[src/rtl/turmite_fsm.sv]
// Multi-ant turmite on a toroidal grid held in an external cell memory.
// Ants update one at a time: read cell, turn by rule, recolour cell, step.
module turmite_fsm #(
  parameter int unsigned C_NUM_OF_CELLS_X = 5,
  parameter int unsigned C_NUM_OF_CELLS_Y = 5,
  parameter int unsigned C_NUM_ANTS       = 1,
  parameter int unsigned C_NUM_COLORS     = 2,
  parameter logic [15:0] C_RULE           = 16'h0001,
  localparam int unsigned XW = ($clog2(C_NUM_OF_CELLS_X) < 1) ? 1 : $clog2(C_NUM_OF_CELLS_X),
  localparam int unsigned YW = ($clog2(C_NUM_OF_CELLS_Y) < 1) ? 1 : $clog2(C_NUM_OF_CELLS_Y),
  localparam int unsigned CW = ($clog2(C_NUM_COLORS) < 1) ? 1 : $clog2(C_NUM_COLORS)
) (
  input  logic                     iclk,
  input  logic                     irst,
  input  logic                     istart,
  input  logic                     istep,
  input  logic [YW-1:0]            iline,
  input  logic [XW-1:0]            icolumn,
  output logic [15:0]              oaddr_rd,
  input  logic [CW-1:0]            ird_data,
  output logic [15:0]              oaddr_wr,
  output logic                     owr_en,
  output logic [CW-1:0]            owr_data,
  output logic [C_NUM_ANTS*XW-1:0] opos_x,
  output logic [C_NUM_ANTS*YW-1:0] opos_y,
  output logic [C_NUM_ANTS*2-1:0]  odir,
  output logic                     obusy,
  output logic                     odone,
  output logic [15:0]              ogen
);

  localparam int unsigned IW = ($clog2(C_NUM_ANTS) < 1) ? 1 : $clog2(C_NUM_ANTS);
  localparam logic [IW-1:0] LAST_ANT = IW'(C_NUM_ANTS - 1);
  localparam logic [XW-1:0] X_MAX    = XW'(C_NUM_OF_CELLS_X - 1);
  localparam logic [YW-1:0] Y_MAX    = YW'(C_NUM_OF_CELLS_Y - 1);
  localparam logic [CW-1:0] C_MAX    = CW'(C_NUM_COLORS - 1);
  localparam logic [1:0] D_UP = 2'd0, D_DOWN = 2'd1, D_LEFT = 2'd2, D_RIGHT = 2'd3;

  typedef enum logic [3:0] {
    S_IDLE, S_WAIT, S_RD, S_RDW, S_TURN, S_WR, S_MOVE, S_NEXT, S_HOLD
  } state_t;

  state_t                    r_state;
  logic [C_NUM_ANTS*XW-1:0]  r_x;
  logic [C_NUM_ANTS*YW-1:0]  r_y;
  logic [C_NUM_ANTS*2-1:0]   r_dir;
  logic [IW-1:0]             r_idx;
  logic [CW-1:0]             r_color;
  logic                      r_step_prev;
  logic [15:0]               r_addr_rd;
  logic [15:0]               r_addr_wr;
  logic                      r_wr_en;
  logic [CW-1:0]             r_wr_data;
  logic                      r_busy;
  logic                      r_done;
  logic [15:0]               r_gen;

  logic [XW-1:0] w_cx;
  logic [YW-1:0] w_cy;
  logic [1:0]    w_cdir;
  logic [1:0]    w_turned;
  logic [XW-1:0] w_nx;
  logic [YW-1:0] w_ny;
  logic [15:0]   w_caddr;
  logic [15:0]   w_disp_addr;
  logic [CW-1:0] w_next_color;

  function automatic logic [XW-1:0] init_x(input int unsigned k);
    return XW'((C_NUM_OF_CELLS_X / 2 + k) % C_NUM_OF_CELLS_X);
  endfunction

  // Current-ant view, turn decision, toroidal step and next colour
  always_comb begin
    w_cx         = r_x[32'(r_idx) * XW +: XW];
    w_cy         = r_y[32'(r_idx) * YW +: YW];
    w_cdir       = r_dir[32'(r_idx) * 2 +: 2];
    w_caddr      = 16'(w_cy) * 16'(C_NUM_OF_CELLS_X) + 16'(w_cx);
    w_disp_addr  = 16'(iline) * 16'(C_NUM_OF_CELLS_X) + 16'(icolumn);
    w_next_color = (r_color == C_MAX) ? '0 : r_color + CW'(1);
    w_nx         = w_cx;
    w_ny         = w_cy;
    w_turned     = w_cdir;
    if (C_RULE[ird_data]) begin
      case (w_cdir)
        D_UP:    w_turned = D_RIGHT;
        D_RIGHT: w_turned = D_DOWN;
        D_DOWN:  w_turned = D_LEFT;
        default: w_turned = D_UP;
      endcase
    end else begin
      case (w_cdir)
        D_UP:    w_turned = D_LEFT;
        D_LEFT:  w_turned = D_DOWN;
        D_DOWN:  w_turned = D_RIGHT;
        default: w_turned = D_UP;
      endcase
    end
    case (w_cdir)
      D_UP:    w_ny = (w_cy == '0)    ? Y_MAX : w_cy - YW'(1);
      D_DOWN:  w_ny = (w_cy == Y_MAX) ? '0    : w_cy + YW'(1);
      D_LEFT:  w_nx = (w_cx == '0)    ? X_MAX : w_cx - XW'(1);
      default: w_nx = (w_cx == X_MAX) ? '0    : w_cx + XW'(1);
    endcase
  end

  always_ff @(posedge iclk) begin
    if (irst) begin
      r_state     <= S_IDLE;
      r_idx       <= '0;
      r_color     <= '0;
      r_step_prev <= 1'b0;
      r_addr_rd   <= '0;
      r_addr_wr   <= '0;
      r_wr_en     <= 1'b0;
      r_wr_data   <= '0;
      r_busy      <= 1'b0;
      r_done      <= 1'b0;
      r_gen       <= '0;
      for (int unsigned k = 0; k < C_NUM_ANTS; k++) begin
        r_x[k*XW +: XW] <= init_x(k);
        r_y[k*YW +: YW] <= YW'(C_NUM_OF_CELLS_Y / 2);
        r_dir[k*2 +: 2] <= D_LEFT;
      end
    end else begin
      r_step_prev <= istep;
      r_wr_en     <= 1'b0;
      r_done      <= 1'b0;
      case (r_state)
        S_IDLE: begin
          for (int unsigned k = 0; k < C_NUM_ANTS; k++) begin
            r_x[k*XW +: XW] <= init_x(k);
            r_y[k*YW +: YW] <= YW'(C_NUM_OF_CELLS_Y / 2);
            r_dir[k*2 +: 2] <= D_LEFT;
          end
          r_idx <= '0;
          r_gen <= '0;
          if (istart) r_state <= S_WAIT;
        end
        S_WAIT: begin
          r_addr_rd <= w_disp_addr;
          if (istep && !r_step_prev) begin
            r_busy  <= 1'b1;
            r_state <= S_RD;
          end
        end
        S_RD: begin
          r_addr_rd <= w_caddr;
          r_state   <= S_RDW;
        end
        // Memory answers one cycle after the address appears
        S_RDW: r_state <= S_TURN;
        S_TURN: begin
          r_color                     <= ird_data;
          r_dir[32'(r_idx) * 2 +: 2]  <= w_turned;
          r_state                     <= S_WR;
        end
        S_WR: begin
          r_wr_en   <= 1'b1;
          r_addr_wr <= w_caddr;
          r_wr_data <= w_next_color;
          r_state   <= S_MOVE;
        end
        S_MOVE: begin
          r_x[32'(r_idx) * XW +: XW] <= w_nx;
          r_y[32'(r_idx) * YW +: YW] <= w_ny;
          r_state                    <= S_NEXT;
        end
        S_NEXT: begin
          if (r_idx != LAST_ANT) begin
            r_idx   <= r_idx + IW'(1);
            r_state <= S_RD;
          end else begin
            r_idx   <= '0;
            r_gen   <= r_gen + 16'd1;
            r_done  <= 1'b1;
            r_busy  <= 1'b0;
            r_state <= S_HOLD;
          end
        end
        S_HOLD: if (!istep) r_state <= S_WAIT;
        default: r_state <= S_IDLE;
      endcase
    end
  end

  assign oaddr_rd = r_addr_rd;
  assign oaddr_wr = r_addr_wr;
  assign owr_en   = r_wr_en;
  assign owr_data = r_wr_data;
  assign opos_x   = r_x;
  assign opos_y   = r_y;
  assign odir     = r_dir;
  assign obusy    = r_busy;
  assign odone    = r_done;
  assign ogen     = r_gen;

endmodule
[config.mk]
export PLATFORM = sky130hd
export DESIGN_NAME = turmite_fsm
export DESIGN_NICKNAME = d
export VERILOG_FILES = /design/src/rtl/turmite_fsm.sv
export SDC_FILE = /design/constraint.sdc
export NUM_CORES = 1
export LEC_CHECK = 0
export ABC_AREA = 1
export CORE_MARGIN = 2
export CORE_UTILIZATION = 50
export DETAILED_ROUTE_END_ITERATION = 8
export PLACE_DENSITY = 0.8
export SLEW_MARGIN = 0
export SYNTH_ARGS = -nofsm -noshare
export SYNTH_HDL_FRONTEND = slang
export SYNTH_SLANG_ARGS = --single-unit
[constraint.sdc]
create_clock -name iclk -period 2.6 [get_ports iclk]
set_input_delay 0.39 -clock iclk [delete_from_list [all_inputs] [get_ports iclk]]
set_output_delay 0.39 -clock iclk [all_outputs]
set_load 0.01 [all_outputs]
==> flow_metrics.env, run 1 <==
export IMPL_outcome="finished, final reports clean"
export IMPL_cts_tree="yes"
export IMPL_max_freq_ghz=0.447
export IMPL_cts_sinks=46
export IMPL_portBuffers=50
export IMPL_syn_area_um2=3000
export IMPL_cts_setup_buffers=0
export IMPL_grt_use_total_pct=21.0
export IMPL_finalCritPeriodShare_pct=86.1
export IMPL_synth_ff_type="dfxtp_1"
export IMPL_clkLatencyLatePin_ns=0.29
export IMPL_detailedRoute_firstPassIterationCount=5
export IMPL_whs_ns=0.474
export IMPL_hold_buffers=0
export IMPL_antenna_found_initial=0
export IMPL_drv_slew=0
export IMPL_grt_pass1_wl_mm=11.2
export IMPL_area_growth_syn_to_layout_pct=19.6
export IMPL_start_kind="input port"
export IMPL_dp_hpwl_mm=5.05
export IMPL_root_buffer="clkbuf_8"
export IMPL_synth_common_cells="nand2_1, inv_1, nor2_1"
export IMPL_setup_worst_path_class="in2reg"
export IMPL_arrival_ns=2.48
export IMPL_fin_nets=529
export IMPL_synth_edf_count=0
export IMPL_die_height_um=81.5
export IMPL_grt_ovfl_total=0
export IMPL_fin_cells=563
export IMPL_initial_core_util_pct=51.3
export IMPL_vias=2814
export IMPL_grt_max_degree=33
export IMPL_grt_pass1_vias=2537
export IMPL_ioPinCount=71
export IMPL_dr_first_iter_drc_count=191
export IMPL_route_detailed_drc=0
export IMPL_synth_top_area_share_pct=30.7
export IMPL_timing_setup_tns_ns=0
export IMPL_setup_violations=0
export IMPL_post_drt_wl_per_cell_um=11.8
export IMPL_ctsResizeCount=0
export IMPL_max_vdd_ir_drop_mv=0.232
export IMPL_fin_crit_ns=2.24
export IMPL_worstPathRequired_ns=2.84
export IMPL_fin_skew_ns=0.00453
export IMPL_place_inst=555
export IMPL_core_area_um2=5850
export IMPL_maxCapViolCount=0
export IMPL_yosysSeqAreaShare_pct=30.7
export IMPL_hold_path_class="reg2reg"
export IMPL_yosys_warnings=0
export IMPL_avgSynthCellArea_um2=6.91
export IMPL_dieArea_um2=6640
export IMPL_h_tree_depth=2
export IMPL_die_w_um=81.5
export IMPL_place_gp_congestion=0.913
export IMPL_hold_violations=0
export IMPL_drive_above_1_share_pct=5.74
export IMPL_p_leak_nw=1.59
export IMPL_synth_seq_cells=46
export IMPL_clkTransAtPathRegs_ns=0.08
export IMPL_drt_wl_total_mm=6.67
export IMPL_drtAntennaViolNets=0
export IMPL_ys_top_cells_by_area="dfxtp_1, ha_1, nand2_1"
export IMPL_setup_worst_path_end_class="register"
export IMPL_rsz0062_at_grt="false"
export IMPL_power_density_nw_per_um2=486
export IMPL_synth_top_area_cell="dfxtp_1"
export IMPL_row_count=28
export IMPL_clockBufferDepth=2
export IMPL_worst_slew_pin_slew_ns=0.702
export IMPL_cts_buffers=5
export IMPL_diodes=0
export IMPL_cp_max_fo=2
export IMPL_ys_types=30
export IMPL_syn_inst=435
export IMPL_synth_most_common_cell="nand2_1"
export IMPL_vias_per_cell=5.00
export IMPL_slew_headroom_pct=53.0
export IMPL_ys_async_sr_fraction_pct=0
final timing paths:
path | slack, ns | to | start | cells after the start
setup / recovery | 0.36 | oaddr_rd[5] | iline[0] | 12
hold / removal | 0.47 | owr_data | r_color | 1
setup reg to reg | 0.56 | oaddr_rd[3] | opos_y[0] | 9
hold reg to reg | 0.47 | owr_data | r_color | 1
layer usage:
metal  GRT usage, %  vias up  routed length, um
met2           34.5       95               3090
met5              0        -                  0
li1               -     1456                  -
met1           29.1     1261               3180
met4           4.75        0                 27
met3           3.19        2                367
through the flow:
| step | total power (W) | util (%) | setup slack [ns] | instance area, um^2 |
|---|---|---|---|---|
| detailed placement | 0.00131 | 59.8 | 0.0733 | 3500 |
| CTS | 0.00176 | 61.4 | 0.384 | 3590 |
| global placement | 0.00130 | 59.8 | 0.181 | 3500 |
| global route | 0.00187 | 61.4 | 0.208 | 3590 |
| floorplan | 0.00118 | - | 0.521 | 3080 |
| finish | 0.00175 | 61.4 | 0.362 | 3590 |
area by class of cell:
| class | instances | area (um^2) |
|---|---|---|
| fill | 546 | 2260 |
| clock buffer | 7 | 86.3 |
| timing repair buffer | 54 | 531 |
| multi-input combinational | 321 | 1730 |
| inverter | 59 | 221 |
| sequential | 46 | 921 |
| tap | 75 | 93.8 |
| clock inverter | 1 | 5.00 |
flip-flops by register name (all words and copies together) (netlist names):
name         cells
oaddr_rd         6
oaddr_wr         6
obusy            1
odir             2
odone            1
ogen            16
opos_x           3
opos_y           3
owr_data         1
owr_en           1
r_color          1
r_state          4
r_step_prev      1
critical path, cell delays in order:
cell	delay [ns]
clkdlybuf4s50_1	0.44
ha_1	0.31
ha_1	0.32
inv_1	0.07
fa_1	0.45
inv_1	0.09
nand3_1	0.07
nand2_1	0.08
nand2_1	0.05
nand2_1	0.07
o21ai_0	0.08
inv_1	0.06
cell usage in the layout, fill, tap and decap left out:
master	n
fa_1	2
xor2_1	1
clkdlybuf4s50_1	50
nand2_1	92
o21ai_0	28
inv_2	6
nor2_2	3
a21o_1	1
a31oi_1	3
clkbuf_8	6
nor3_1	3
conb_1	20
nor2_8	1
clkinv_2	1
or2_2	1
nand4_1	5
dfxtp_1	46
clkbuf_1	1
nand2_4	1
o21ai_1	9
buf_4	4
a22oi_1	1
nand3_1	31
inv_1	53
nand3_2	3
a21oi_1	33
nor2_1	49
xnor2_1	2
nor2_4	2
nand2b_1	1
ha_1	29
logic make-up after synthesis:
| family | synth area share (%) |
|---|---|
| other | 0.125 |
| AOI/OAI and AO/OA | 12.8 |
| adders and majority gates | 13.4 |
| DFF | 30.7 |
| xor gates and xnor gates | 0.875 |
| and+or+nand+nor | 28.2 |
| buffers and inverters | 14.0 |
report_power, final:
part | total (W) | switching (W) | internal (W)
Clock | 0.000447 | 0.000232 | 0.000215
Combinational | 0.000514 | 0.000319 | 0.000195
Sequential | 0.000787 | 0.0000406 | 0.000746
Total | 0.00175 | 0.000592 | 0.00116
Note: power is estimated with default switching activity, not from simulation.
==> inputs of run 2 (changes only) <==
- CAP_MARGIN: default -> 40
==> results of run 2 <==
Final layout, timing and power as in run 1 (identical DEF).
